## config.mk

```make
export PLATFORM = sky130hd
export DESIGN_NAME = delay_timer_mc
export DESIGN_NICKNAME = d
export VERILOG_FILES = /design/src/rtl/delay_timer_pkg.sv /design/src/rtl/delay_timer_chan.sv /design/src/rtl/delay_timer_mc.sv
export SDC_FILE = /design/constraint.sdc
export NUM_CORES = 1
export LEC_CHECK = 0
export BUFFER_PORTS_ARGS = -buffer_cell sky130_fd_sc_hd__buf_2
export CAP_MARGIN = 20
export CORE_ASPECT_RATIO = 0.9
export CORE_MARGIN = 3
export CORE_UTILIZATION = 40
export CTS_CLUSTER_SIZE = 30
export DETAILED_ROUTE_END_ITERATION = 8
export PLACE_DENSITY_LB_ADDON = 0.25
export SLEW_MARGIN = 20
export SYNTH_ARGS = -nofsm -noshare
export SYNTH_HDL_FRONTEND = slang
export SYNTH_SLANG_ARGS = --single-unit
export TNS_END_PERCENT = 5
```

## constraint.sdc

```tcl
create_clock -name clk -period 6.3 [get_ports clk]
set_clock_uncertainty 0.1 [all_clocks]
set_input_delay 0.315 -clock clk [delete_from_list [all_inputs] [get_ports clk]]
set_output_delay 0.315 -clock clk [all_outputs]
set_load 0.02 [all_outputs]
```

## src/rtl/delay_timer_pkg.sv

```systemverilog
// Shared types and defaults for the multi-channel delay/interval timer.
package delay_timer_pkg;

    typedef enum logic [1:0] {
        IDLE = 2'd0,
        RUN  = 2'd1,
        HOLD = 2'd2
    } state_t;

    localparam logic MODE_ONESHOT  = 1'b0;
    localparam logic MODE_PERIODIC = 1'b1;

    localparam int DEF_CBITS      = 13;
    localparam int DEF_DEF_PERIOD = 5000;

endpackage

```

## src/rtl/delay_timer_chan.sv

```systemverilog
// One timer channel: start/stop/pause FSM, terminal counter, registered tick, sticky overrun error.
module delay_timer_chan
    import delay_timer_pkg::*;
#(
    parameter int CBITS      = DEF_CBITS,
    parameter int DEF_PERIOD = DEF_DEF_PERIOD,
    parameter int USE_DEF    = 1
) (
    input  logic             clk,
    input  logic             rst_n,
    input  logic             i_start,
    input  logic             i_stop,
    input  logic             i_pause,
    input  logic             i_mode,
    input  logic [CBITS-1:0] i_period,
    input  logic             i_err_clr,
    output logic             o_tick,
    output logic             o_tick_nxt,
    output logic             o_busy,
    output logic [CBITS-1:0] o_cnt,
    output logic             o_err
);

    state_t           r_state, w_state_nxt;
    logic [CBITS-1:0] r_cnt, w_cnt_nxt;
    logic [CBITS-1:0] r_period_q, w_period_nxt, w_period_eff;
    logic             r_mode_q, w_mode_nxt;
    logic             r_tick, w_tick_nxt;
    logic             r_busy, r_err, w_err_nxt;

    always_comb begin
        w_period_eff = i_period;
        if (USE_DEF != 0 && i_period == '0) begin
            w_period_eff = CBITS'(DEF_PERIOD);
        end
    end

    // Priority stop > start > pause > count; leaving HOLD resumes counting on the same edge.
    always_comb begin
        w_state_nxt  = r_state;
        w_cnt_nxt    = r_cnt;
        w_period_nxt = r_period_q;
        w_mode_nxt   = r_mode_q;
        w_tick_nxt   = 1'b0;
        if (i_stop) begin
            w_state_nxt = IDLE;
            w_cnt_nxt   = '0;
        end else if (i_start) begin
            w_state_nxt  = RUN;
            w_cnt_nxt    = '0;
            w_period_nxt = w_period_eff;
            w_mode_nxt   = i_mode;
        end else begin
            case (r_state)
                RUN, HOLD: begin
                    if (i_pause) begin
                        w_state_nxt = HOLD;
                    end else begin
                        w_state_nxt = RUN;
                        if (r_cnt == r_period_q) begin
                            w_tick_nxt = 1'b1;
                            w_cnt_nxt  = '0;
                            if (r_mode_q == MODE_PERIODIC) begin
                                w_period_nxt = w_period_eff;
                            end else begin
                                w_state_nxt = IDLE;
                            end
                        end else begin
                            w_cnt_nxt = r_cnt + 1'b1;
                        end
                    end
                end
                default: ;
            endcase
        end
    end

    // Overrun is a safety net only; a set in the same cycle as a clear wins.
    assign w_err_nxt = (r_cnt > r_period_q) | (r_err & ~i_err_clr);

    always_ff @(posedge clk or negedge rst_n) begin
        if (!rst_n) begin
            r_state    <= IDLE;
            r_cnt      <= '0;
            r_period_q <= '0;
            r_mode_q   <= MODE_ONESHOT;
            r_tick     <= 1'b0;
            r_busy     <= 1'b0;
            r_err      <= 1'b0;
        end else begin
            r_state    <= w_state_nxt;
            r_cnt      <= w_cnt_nxt;
            r_period_q <= w_period_nxt;
            r_mode_q   <= w_mode_nxt;
            r_tick     <= w_tick_nxt;
            r_busy     <= (w_state_nxt != IDLE);
            r_err      <= w_err_nxt;
        end
    end

    assign o_tick     = r_tick;
    assign o_tick_nxt = w_tick_nxt;
    assign o_busy     = r_busy;
    assign o_cnt      = r_cnt;
    assign o_err      = r_err;

endmodule

```

## src/rtl/delay_timer_mc.sv

```systemverilog
// Multi-channel programmable delay/interval timer: NCH independent channels plus a registered OR of ticks.
module delay_timer_mc
    import delay_timer_pkg::*;
#(
    parameter int NCH        = 4,
    parameter int CBITS      = DEF_CBITS,
    parameter int DEF_PERIOD = DEF_DEF_PERIOD,
    parameter int USE_DEF    = 1
) (
    input  logic                 clk,
    input  logic                 rst_n,
    input  logic [NCH-1:0]       start,
    input  logic [NCH-1:0]       stop,
    input  logic [NCH-1:0]       pause,
    input  logic [NCH-1:0]       mode,
    input  logic [NCH*CBITS-1:0] period,
    input  logic [NCH-1:0]       err_clr,
    output logic [NCH-1:0]       tick,
    output logic [NCH-1:0]       busy,
    output logic [NCH*CBITS-1:0] cnt,
    output logic [NCH-1:0]       err,
    output logic                 any_tick
);

    logic [NCH-1:0] w_tick_nxt;
    logic           r_any_tick;

    for (genvar g = 0; g < NCH; g++) begin : g_ch
        delay_timer_chan #(
            .CBITS      (CBITS),
            .DEF_PERIOD (DEF_PERIOD),
            .USE_DEF    (USE_DEF)
        ) u_chan (
            .clk        (clk),
            .rst_n      (rst_n),
            .i_start    (start[g]),
            .i_stop     (stop[g]),
            .i_pause    (pause[g]),
            .i_mode     (mode[g]),
            .i_period   (period[g*CBITS +: CBITS]),
            .i_err_clr  (err_clr[g]),
            .o_tick     (tick[g]),
            .o_tick_nxt (w_tick_nxt[g]),
            .o_busy     (busy[g]),
            .o_cnt      (cnt[g*CBITS +: CBITS]),
            .o_err      (err[g])
        );
    end

    // Built from the channels' next-tick terms so it rises on the same edge as tick.
    always_ff @(posedge clk or negedge rst_n) begin
        if (!rst_n) begin
            r_any_tick <= 1'b0;
        end else begin
            r_any_tick <= |w_tick_nxt;
        end
    end

    assign any_tick = r_any_tick;

endmodule

```

==> summary.txt <==
Run status
  – Outcome: finished, final reports clean

Detailed routing
  – Vias per inst: 5.38
  – Vias: 6213
  – Initial DRC Count: 273
  – Drt pass-1 iters: 5
  – Routed wire length: 18100 µm
  – DR DRC count: 0
  – Post-DRT Antenna Nets: 0
  – Avg WL per Cell: 15.6 µm

Worst setup path
  – Arrival time worst endpoint: 2.90 ns
  – Crit path required time: 6.49 ns
  – Crit path launch type: register
  – Critical path class: reg2reg
  – Critical Path Sink Type: register
  – CP max FO: 13

Yosys
  – Syn avg cell area: 9.99 µm²
  – Synth Net Count: 897
  – Cell variety after synth: 62
  – Top cell type's share of synthesized area: 42.1%
  – Mapped Area: 7660 µm²
  – Main synth FF type: dfrtp_1
  – Async SR Flop Fraction: 100%
  – Share of the yosys chip area belonging to registers: 42.1%
  – Synth warn: 0
  – EDFF count, synth: 0
  – Top cells by area, synth: dfrtp_1, ha_1, a21oi_1
  – Post-synth top area cell: dfrtp_1
  – Flops & latches, synth: 129
  – Mapped Cells: 767

Layout
  – Area delta synth->final: 18.4%
  – Final nets: 1027
  – Diode count: 0
  – Layout cells sized above 1: 25.1%
  – Design area: 9070 µm²

Floorplanning
  – Die X: 152 µm
  – Site Rows: 47
  – I/O pins: 139
  – Starting Density: 41.2%
  – Die area: 20800 µm²
  – Die height: 137 µm
  – Core box area: 18600 µm²

GRT
  – Initial antenna violation count: 0
  – First-pass GRT wire length: 29900 µm
  – Largest net degree at the start of global routing: 69
  – Grt total ovfl: 0
  – Total track usage: 17.6%
  – Vias in the first global route: 5736

Timing
  – Final setup fails: 0
  – Fmax: 0.369 GHz
  – Worst-Margin Slew: 0.957 ns
  – Fin crit period: 2.71 ns
  – Final max-slew violation count: 0
  – Final hold violation count: 0
  – Setup TNS: 0 ns
  – Final Cycle Share: 43.0%
  – Unrepaired setup endpoints after global routing: no
  – Slew margin rel.: 36.2%

Power
  – Worst IR Drop VDD: 0.000146 V
  – Combinational power share: 12.4%
  – Pwr/cell area: 237 nW/µm²
  – Leakage: 4.31 nW
  – Clock Power Share: 44.9%
  – Sw Ratio: 25.4%
  – Internal Power: 1.60 mW
  – Sequential share of power: 42.7%
  – NetSw: 0.547 mW

Clock tree
  – CTS max path bufs: 2
  – Clock-pin slew on the worst setup and hold paths: 0.06 ns
  – CTS root buffer: clkbuf_16
  – Num CTS Buffers: 17
  – TritonCTS Sinks: 129
  – Skew-Pair Late Insertion Delay: 0.42 ns
  – CTS tree: built
  – CTS resizes: 0
  – H-tree depth: 4

Run
  – Max_cap viols: 0

Worst hold path
  – Hold/Removal Path Class: in2reg

Place
  – GPL Wtd Cong: 0.872
  – IO Port Bufs: 138
  – Placed cell area: 8470 µm²
  – Hpwl dp: 13300 µm
## cell type report
cell class                 count  area [µm²]
clock buffer                  21         460
clock inverter                10         111
fill                        1734        9520
inverter                      68         255
multi-input combinational    540        3980
sequential                   129        3230
tap                          245         307
timing repair buffer         141         724
## stage by stage
| stage | cells | hold WS (ns) | util (%) | total power, mW | setup slack [ns] |
|---|---|---|---|---|---|
| detailed placement | 1121 | 0.258 | 45.6 | 1.20 | 3.62 |
| global placement | 1121 | 0.259 | 45.6 | 1.20 | 3.75 |
| global route | 1154 | 0.0105 | 48.8 | 2.26 | 3.36 |
| finish | 1154 | 0.0256 | 48.8 | 2.15 | 3.59 |
| floorplan | 767 | -0.0806 | - | 1.11 | 4.04 |
| CTS | 1154 | 0.000736 | 48.8 | 2.18 | 3.59 |
## layout by cell type, fill, tap and decap left out, types with 11 or more instances in the layout
cell       synthesis  final
nor4_1            11     11
o31ai_1           18     18
mux2_2            22     22
a31oi_1           12     12
buf_2              5    137
nand3_1           29     29
or3_1             21     21
or4_1             23     23
a21oi_1           67     67
nor3_1            12     12
nand2_1           46     46
o21ai_0           30     30
dfrtp_1          129    129
nor2_1            36     36
ha_1              56     56
nand4_1           17     17
inv_1             68     68
clkbuf_16          0     17
mux2i_1           20     20
## state kept, by name, summed over array words and instances, names as in the netlist
| name | cells |
|---|---|
| g_ch.u_chan.o_err | 4 |
| any_tick | 1 |
| g_ch.u_chan.r_state | 8 |
| g_ch.u_chan.o_busy | 4 |
| g_ch.u_chan.o_tick | 4 |
| g_ch.u_chan.o_cnt | 52 |
| g_ch.u_chan.r_mode_q | 4 |
| g_ch.u_chan.r_period_q | 52 |
## kinds of logic after synthesis
| logic type | count (synthesis) | synth area share, % |
|---|---|---|
| xor gates and xnor gates | 5 | 0.768 |
| DFF | 129 | 42.2 |
| adders and majority gates | 56 | 9.15 |
| and+or+nand+nor | 244 | 18.4 |
| buffers and inverters | 98 | 5.88 |
| AOI/OAI and AO/OA | 178 | 15.1 |
| muxes | 57 | 8.54 |
## repair_timing
| item | CTS | global route |
|---|---|---|
| endpoints found under the setup margin | 0 | 0 |
| endpoints found under the hold margin | 69 | 0 |
| setup buffers | 0 | 0 |
| hold buffers | 2 | 0 |
## synthesized netlist by cell type (all sizes together) (3+ instances only)
master / instances
and3: 3
o21bai: 3
mux2: 37
a21oi: 70
or3: 21
nand4b: 3
nor4: 17
or4: 23
a211oi: 6
xnor2: 5
o221ai: 4
nor2: 36
and4: 6
and2: 6
or2: 8
ha: 56
clkbuf: 8
o31ai: 20
buf: 22
nand2: 46
mux2i: 20
nor3: 12
nor2b: 3
o21ai: 31
nand3: 29
dfrtp: 129
a221oi: 4
o211ai: 5
nand4: 18
o41ai: 3
nand2b: 6
a31oi: 12
o21a: 4
inv: 68
## worst paths after layout
path	from	end	slack [ns]	cells after the start
setup / recovery	g_ch[0].u_chan.o_cnt[8]	g_ch[0].u_chan.r_period_q[2]	3.59	5
hold / removal	mode[0]	g_ch[0].u_chan.r_mode_q	0.03	2
setup reg to reg	g_ch[0].u_chan.o_cnt[8]	g_ch[0].u_chan.r_period_q[2]	3.59	5
hold reg to reg	g_ch[3].u_chan.r_period_q[10]	g_ch[3].u_chan.r_period_q[10]	0.39	1
max in group asynchronous	rst_n	g_ch[3].u_chan.o_cnt[6]	4.47	3
min in group asynchronous	rst_n	g_ch[1].u_chan.r_period_q[7]	0.36	2
## worst max-delay path, cell delays in order, from the launching register on
cell and delay (ns):
dfrtp_1 0.47, ha_1 0.36, nand4_1 0.14, nor4_2 0.47
a41oi_2 0.56, mux2_4 0.48
## per-layer routing
layer	up-vias	GRT usage, %	share of wire, %
met2	133	27.4	45
met5	-	0	0
met4	0	4.89	0.85
met1	2970	24.7	50
li1	3099	-	-
met3	11	3.93	4.1
## power groups by stage
stage / combinational (mW) / clock [mW] / sequential, mW
floorplan: 0.184 / 0 / 0.925
global placement: 0.265 / 0 / 0.931
detailed placement: 0.268 / 0 / 0.933
CTS: 0.271 / 0.994 / 0.918
global route: 0.306 / 1.03 / 0.926
finish: 0.267 / 0.964 / 0.918
Power figures use the tool's default switching activity.
